$ cat config.mk
export PLATFORM = sky130hd
export DESIGN_NAME = vga_timing
export DESIGN_NICKNAME = d
export VERILOG_FILES = /design/src/rtl/vga_pkg.sv /design/src/rtl/mod_counter.sv /design/src/rtl/vga_timing.sv
export SDC_FILE = /design/constraint.sdc
export NUM_CORES = 1
export LEC_CHECK = 0
export ABC_AREA = 1
export BUFFER_PORTS_ARGS = -buffer_cell sky130_fd_sc_hd__clkbuf_2
export CAP_MARGIN = 20
export CORE_MARGIN = 2
export CORE_UTILIZATION = 56
export CTS_CLUSTER_DIAMETER = 50
export DETAILED_ROUTE_END_ITERATION = 16
export PLACE_DENSITY = 0.95
export SYNTH_ARGS = -nofsm -noshare
export SYNTH_HDL_FRONTEND = slang
export SYNTH_HIERARCHICAL = 1
export SYNTH_SLANG_ARGS = --single-unit
$ cat constraint.sdc
create_clock -name pclk -period 4.05 [get_ports pclk]
set_input_delay 0.81 -clock pclk [delete_from_list [all_inputs] [get_ports pclk]]
set_output_delay 0.81 -clock pclk [all_outputs]
set_load 0.01 [all_outputs]
$ cat src/rtl/vga_pkg.sv
// XGA 1024x768@60 raster constants shared by the timing generator and the draw stages.
package vga_pkg;

    localparam int CNT_W = 11;

    typedef logic [CNT_W-1:0] count_t;

    localparam int H_ACTIVE = 1024;
    localparam int H_FP     = 24;
    localparam int H_SYNC   = 136;
    localparam int H_BP     = 160;
    localparam int H_TOTAL  = H_ACTIVE + H_FP + H_SYNC + H_BP;
    localparam int H_SYNC_START = H_ACTIVE + H_FP;
    localparam int H_SYNC_END   = H_ACTIVE + H_FP + H_SYNC;

    localparam int V_ACTIVE = 768;
    localparam int V_FP     = 3;
    localparam int V_SYNC   = 6;
    localparam int V_BP     = 29;
    localparam int V_TOTAL  = V_ACTIVE + V_FP + V_SYNC + V_BP;
    localparam int V_SYNC_START = V_ACTIVE + V_FP;
    localparam int V_SYNC_END   = V_ACTIVE + V_FP + V_SYNC;

    // True when lo <= value < hi.
    function automatic logic in_window(input count_t value, input count_t lo, input count_t hi);
        return (value >= lo) && (value < hi);
    endfunction

endpackage

$ cat src/rtl/mod_counter.sv
// Wrap-at-N counter with increment enable; exposes the next-state count and terminal count.
module mod_counter
    import vga_pkg::*;
#(
    parameter int N = 2
) (
    input  logic   clk_i,
    input  logic   rstn_i,
    input  logic   en_i,
    output count_t count_o,
    output count_t count_d_o,
    output logic   tc_o
);

    localparam count_t LAST = count_t'(N - 1);

    count_t count_q;
    count_t count_d;
    logic   tc;

    assign tc = (count_q == LAST);

    always_comb begin
        count_d = count_q;
        if (en_i) begin
            count_d = tc ? '0 : count_q + count_t'(1);
        end
    end

    always_ff @(posedge clk_i) begin
        if (!rstn_i) begin
            count_q <= '0;
        end else begin
            count_q <= count_d;
        end
    end

    assign count_o   = count_q;
    assign count_d_o = count_d;
    assign tc_o      = tc;

endmodule

$ cat src/rtl/vga_timing.sv
// XGA raster timing: registered h/v counts, sync/blank flags and start-of-frame strobe.
// Define VGA_TIMING_FRAME_CNT_EN to enable the 16-bit frame counter on frame_cnt.
module vga_timing #(
    parameter int H_ACTIVE = vga_pkg::H_ACTIVE,
    parameter int H_FP     = vga_pkg::H_FP,
    parameter int H_SYNC   = vga_pkg::H_SYNC,
    parameter int H_BP     = vga_pkg::H_BP,
    parameter int V_ACTIVE = vga_pkg::V_ACTIVE,
    parameter int V_FP     = vga_pkg::V_FP,
    parameter int V_SYNC   = vga_pkg::V_SYNC,
    parameter int V_BP     = vga_pkg::V_BP
) (
    input  logic        pclk,
    input  logic        rst,
    output logic [10:0] hcount_out,
    output logic        hsync_out,
    output logic        hblnk_out,
    output logic [10:0] vcount_out,
    output logic        vsync_out,
    output logic        vblnk_out,
    output logic        frame_tick,
    output logic [15:0] frame_cnt
);

    localparam int H_TOTAL = H_ACTIVE + H_FP + H_SYNC + H_BP;
    localparam int V_TOTAL = V_ACTIVE + V_FP + V_SYNC + V_BP;

    localparam vga_pkg::count_t H_BLNK_START = vga_pkg::count_t'(H_ACTIVE);
    localparam vga_pkg::count_t H_SYNC_START = vga_pkg::count_t'(H_ACTIVE + H_FP);
    localparam vga_pkg::count_t H_SYNC_END   = vga_pkg::count_t'(H_ACTIVE + H_FP + H_SYNC);
    localparam vga_pkg::count_t V_BLNK_START = vga_pkg::count_t'(V_ACTIVE);
    localparam vga_pkg::count_t V_SYNC_START = vga_pkg::count_t'(V_ACTIVE + V_FP);
    localparam vga_pkg::count_t V_SYNC_END   = vga_pkg::count_t'(V_ACTIVE + V_FP + V_SYNC);

    vga_pkg::count_t hcount_d;
    vga_pkg::count_t vcount_d;
    logic            h_tc;
    logic            v_tc;

    logic hsync_q;
    logic hblnk_q;
    logic vsync_q;
    logic vblnk_q;
    logic frame_tick_q;

    mod_counter #(.N(H_TOTAL)) u_hcnt (
        .clk_i     (pclk),
        .rstn_i    (rst),
        .en_i      (1'b1),
        .count_o   (hcount_out),
        .count_d_o (hcount_d),
        .tc_o      (h_tc)
    );

    // The line counter only advances on the horizontal wrap.
    mod_counter #(.N(V_TOTAL)) u_vcnt (
        .clk_i     (pclk),
        .rstn_i    (rst),
        .en_i      (h_tc),
        .count_o   (vcount_out),
        .count_d_o (vcount_d),
        .tc_o      (v_tc)
    );

    // Flags come from the next-state counts so they line up with the registered counts.
    always_ff @(posedge pclk) begin
        if (!rst) begin
            hsync_q      <= 1'b0;
            hblnk_q      <= 1'b0;
            vsync_q      <= 1'b0;
            vblnk_q      <= 1'b0;
            frame_tick_q <= 1'b0;
        end else begin
            hblnk_q      <= (hcount_d >= H_BLNK_START);
            hsync_q      <= vga_pkg::in_window(hcount_d, H_SYNC_START, H_SYNC_END);
            vblnk_q      <= (vcount_d >= V_BLNK_START);
            vsync_q      <= vga_pkg::in_window(vcount_d, V_SYNC_START, V_SYNC_END);
            frame_tick_q <= h_tc && v_tc;
        end
    end

    assign hsync_out  = hsync_q;
    assign hblnk_out  = hblnk_q;
    assign vsync_out  = vsync_q;
    assign vblnk_out  = vblnk_q;
    assign frame_tick = frame_tick_q;

`ifdef VGA_TIMING_FRAME_CNT_EN
    logic [15:0] frame_cnt_q;

    // Updates on the same edge as frame_tick, so the new count appears with the strobe.
    always_ff @(posedge pclk) begin
        if (!rst) begin
            frame_cnt_q <= '0;
        end else if (h_tc && v_tc) begin
            frame_cnt_q <= frame_cnt_q + 16'd1;
        end
    end

    assign frame_cnt = frame_cnt_q;
`else
    assign frame_cnt = '0;
`endif

endmodule
==> Yosys cells after proc, flatten, opt, wreduce, memory -nomap -nowiden <==
Index checks and enable logic that the tools add are counted.
{ "totals": {"register_bits": 27} }
{ "op_classes": {"n_addsub": 2, "n_lt_le_gt_ge": 6, "n_eq_ne": 2, "n_mux": 3, "n_reduce_logical": 3} }
{ "op_table": {"columns": ["op", "n"], "rows": [
  ["two-way mux 11 bit", 3],
  ["adder 11 x 1 -> 11 bit (second input constant)", 2],
  [">= comparator 11 x 10 -> 1 bit (second input constant)", 2],
  [">= comparator 11 bit (second input constant)", 2],
  ["== test 11 x 10 -> 1 bit (second input constant)", 1],
  ["== test 11 bit (second input constant)", 1],
  ["less-than comparator 11 x 10 -> 1 bit (second input constant)", 1],
  ["less-than comparator 11 bit (second input constant)", 1],
  ["logical AND 1 bit", 3]
]} }

==> Logic depth before layout (Yosys ltp) <==
{ "depth": {"depth_word": 5, "ltp_mapped": 18, "ltp_nobuf": 18} }

==> By module <==
Netlist, hierarchy kept.
{ "by_module_without_submodules": {"columns": ["module", "instances", "cells_per_inst", "area_each_um2", "seq_area_each_um2"], "rows": [
  ["mod_counter at u_hcnt", 1, 106, 685.7, 220.2],
  ["mod_counter at u_vcnt", 1, 101, 653.1, 220.2],
  ["vga_timing", 1, 56, 371.6, 100.1]
]} }

==> Least setup slack after synthesis <==
Ideal clock, no wire load.
{ "synth_path": {"path_type": "register to register", "start": "reg u_hcnt.count_q[8] (netlist: u_hcnt/count_o[8])", "end": "reg vsync_q (netlist: vsync_out)", "arrival_time_ns": 1.947, "required_ns": 3.986, "slack_ns": 2.040, "stages_incl_launch_ff": 17, "path_buffers": 0, "period_less_slack_ns": 2.010, "cell_sequence": "dfxtp_1 nand2_1 nor2_1 nand2_1 inv_1 nand2_2 nor2_4 nand3_2 nor2_1 nand2_1 nand2_2 inv_1 inv_1 nand2_1 nor2_1 nand3_1 nor2_1"} }
{ "synth_between": {"elab_chain_len": 4, "word_cells_on_any_way": 5} }
{ "synth_lines": {"columns": ["element", "line_no", "source"], "rows": [
  ["start, declared", "mod_counter.sv:17", "count_t count_q;"],
  ["start signal, assigned", "mod_counter.sv:34", "count_q <= count_d;"],
  ["== test 11 bit (*)", "mod_counter.sv:21", "assign tc = (count_q == LAST);"],
  ["net h_tc", "vga_timing.sv:37", "logic h_tc;"],
  ["two-way mux 11 bit (*)", "mod_counter.sv:25", "if (en_i) begin"],
  ["net vcount_d[10]", "vga_timing.sv:36", "vga_pkg::count_t vcount_d;"],
  [">= comparator 11 x 10 -> 1 bit or less-than comparator 11 x 10 -> 1 bit (tied branches)", "vga_pkg.sv:26", "return (value >= lo) && (value < hi);"],
  ["logical AND 1 bit (*)", "vga_pkg.sv:26", null],
  ["end signal, assigned", "vga_timing.sv:77", "vsync_q <= vga_pkg::in_window(vcount_d, V_SYNC_START, V_SYNC_END);"],
  ["end, declared", "vga_timing.sv:42", "logic vsync_q;"]
]} }
Mark *: on every way through the listed nets, which the timed path passes. The rest lies on a longest branch.
A chain may end at the register's enable or synchronous reset.

==> Worst setup path in the final report <==
Same ends and word-level chain as after synthesis.

==> run_results.csv <==
group,metric,value,unit
min_path,hold_path_class,"flop to flop",
sta,setup_viol,0,
clocking,cts_resized,0,
grt,grt_pass1_wl,5789,microns
sta,fmax,441.2,MHz
route,wl,3518,microns
grt,grt_pass1_vias,1380,
clocking,clk_pin_slew_worst_paths,0.16,ns
worst_setup_path,r2r_end,"vsync_out",
worst_setup_path,start_kind,"flop",
synth,synth_area_per_cell,6.535,sq um
worst_setup_path,r2r_start,"u_hcnt/count_o[8]",
route,drc_errors,0,
place,port_buffers,28,
floorplan,ioPinCount,45,
route,dr_total_vias,1570,
sta,hold_viol_final,0,
sta,finClkSkew,0.01254,ns
clocking,cts.sinks,27,
worst_setup_path,r2r_cells,16,
sta,slew_violations,0,
power_and_ir_drop,vdd_drop_max,0.2145,mV
place,placed_area,0.001826,sq mm
min_path,worstHoldStart,"u_hcnt/count_o[2]",
clocking,cts-root-buf,"clkbuf_4",
place,gp_congestion,0.8818,
worst_setup_path,required,4.34,ns
power_and_ir_drop,p_per_area,222.1,mW/mm^2
min_path,whs_endpoint,"u_hcnt/count_o[2]",
worst_setup_path,cp-end-kind,"flop",
worst_setup_path,cp.arrival,2.56,ns
worst_setup_path,critPathTopFamily,"simple AND/OR/NAND/NOR gates",
run_status,status,"finished, final reports clean",
route,drtPass1Iterations,4,
worst_setup_path,critPathBufInv,3,
sta,rsz0062_at_grt,"false",
worst_setup_path,path_class,"flop to flop",
power_and_ir_drop,power.leakage,1.050,nW
route,viasPerCell,4.831,
clocking,post-cts-setup-buffers,0,
flow_run,cap_violations,0,
synth,synthesis.area,0.001699,sq mm
floorplan,core-area,0.002829,sq mm
worst_setup_path,rrSetupSlack,1.78,ns
layout,area_growth,9.205,%
worst_setup_path,slowest_stage,"dfxtp_1",
floorplan,die_width,59.09,microns
worst_setup_path,cp_max_fo,7,
synth,synthCells,260,
route,ant_nets,0,
floorplan,die_y,59.09,microns
layout,antenna_cells,0,
sta,post-route-period-util,0.5596,
sta,fin_setup_tns,0,ns
place,dp_hpwl,2743,microns
floorplan,dieArea,0.003491,sq mm
grt,grt.total_usage,0.2134,
clocking,clk_path_buf_depth,2,
layout,nets,300,
grt,antenna_found_initial,0,
synth,ys_warn_count,6,
layout,drive_gt1_frac,0.2007,
worst_setup_path,slowest_delay,0.46,ns
floorplan,std_cell_rows,19,
clocking,cts_tree,"done",
clocking,cts_hold_buf,0,
grt,grt-ovfl-total,0,
grt,grt_max_degree,17,
sta,fin_crit,2.266,ns
route,drt_iter0_markers,58,
floorplan,initial_core_util,0.6006,
clocking,ctsHtreeMaxLevel,1,
layout,final_cell_area,0.001856,sq mm
min_path,min_path_cells,3,
clocking,cts_made_buffers,3,
worst_setup_path,path_cells,"nand2_1 > nor2_1 > nand2_1 > inv_1 > nand2_2 > nor2_4 > nand3_2 > nor2_1 > nand2_1 > nand2_2 > inv_1 > inv_1 > nand2_1 > nor2_1 > nand3_1 > nor2_1",
clocking,clk_latency,0.34,ns
route,wire_per_inst,10.82,microns
worst max path at each step:
stage	cells past startpoint	startpoint	to	slack, ns
2_1_floorplan	16	u_hcnt/count_o[8]	vsync_out	2.04
3_3_place_gp	16	u_hcnt/count_o[8]	vsync_out	1.97
3_5_place_dp	16	u_hcnt/count_o[8]	vsync_out	1.84
4_1_cts	16	u_hcnt/count_o[8]	vsync_out	1.80
5_1_grt	17	u_hcnt/count_o[9]	vsync_out	1.50
6_report	16	u_hcnt/count_o[8]	vsync_out	1.78
layout by cell type (no fill, tap or decap), types with 2 or more instances in the layout:
cell type and n:
xnor2_1 4, nand2_4 2, nor2_2 5, clkbuf_4 3
nor3_1 4, nand2_2 4, nand3_1 14, nand2_1 61
nor2_1 39, inv_1 47, clkbuf_2 28, nand4_1 6
nand3_2 4, a21oi_1 5, xor2_1 2, nor2_4 2
ha_1 3, conb_1 22, dfxtp_1 27, inv_2 3
sequential cells by signal, summed over array words and instances (netlist names):
name / cells
frame_tick: 1
hblnk_out: 1
hsync_out: 1
u_hcnt/count_o: 11
u_vcnt/count_o: 11
vblnk_out: 1
vsync_out: 1
tightest hold or removal path: cells and delay by family (launching register included):
family,cells,cell delay (ns)
AND/OR/NAND/NOR,3,0.19
flip-flops,1,0.37
layout make-up:
class / instances / area (sq um)
clock buffer: 3 / 22.52
clock inverter: 1 / 7.507
fill: 256 / 973.4
inverter: 51 / 196.4
multi-input combinational: 184 / 909.6
sequential: 27 / 540.5
tap: 31 / 38.79
timing repair buffer: 28 / 140.1
per-stage QoR:
step | utilization | total power [W] | worst slack (ns) | hold slack [ns] | std cells
after floorplan | - | 0.0003019 | 2.040 | 0.5536 | 280
after global placement | 0.6453 | 0.0002948 | 1.966 | 0.5324 | 321
after detailed placement | 0.6453 | 0.0002947 | 1.836 | 0.5494 | 321
after CTS | 0.6559 | 0.0004179 | 1.797 | 0.5831 | 325
after global routing | 0.6559 | 0.0004356 | 1.504 | 0.6250 | 325
final | 0.6559 | 0.0004122 | 1.784 | 0.5794 | 325
per-layer routing:
metal / global-route usage / share of wire / wire (microns)
met5: 0 / 0 / 0
met4: 0.06169 / 0.0099 / 35
met3: 0.04803 / 0.060 / 211
met1: 0.2503 / 0.43 / 1497
met2: 0.3857 / 0.50 / 1774
power by group:
part | switching, W | leakage (nW) | internal (W) | total (W)
combinational | 0.0000166 | 0.819 | 0.00000391 | 0.0000205
clock | 0.0000847 | 0.0139 | 0.0000379 | 0.000123
sequential | 0.00000184 | 0.218 | 0.000267 | 0.000269
total | 0.000103 | 1.05 | 0.000309 | 0.000412
(Power assumes the default switching activity.)
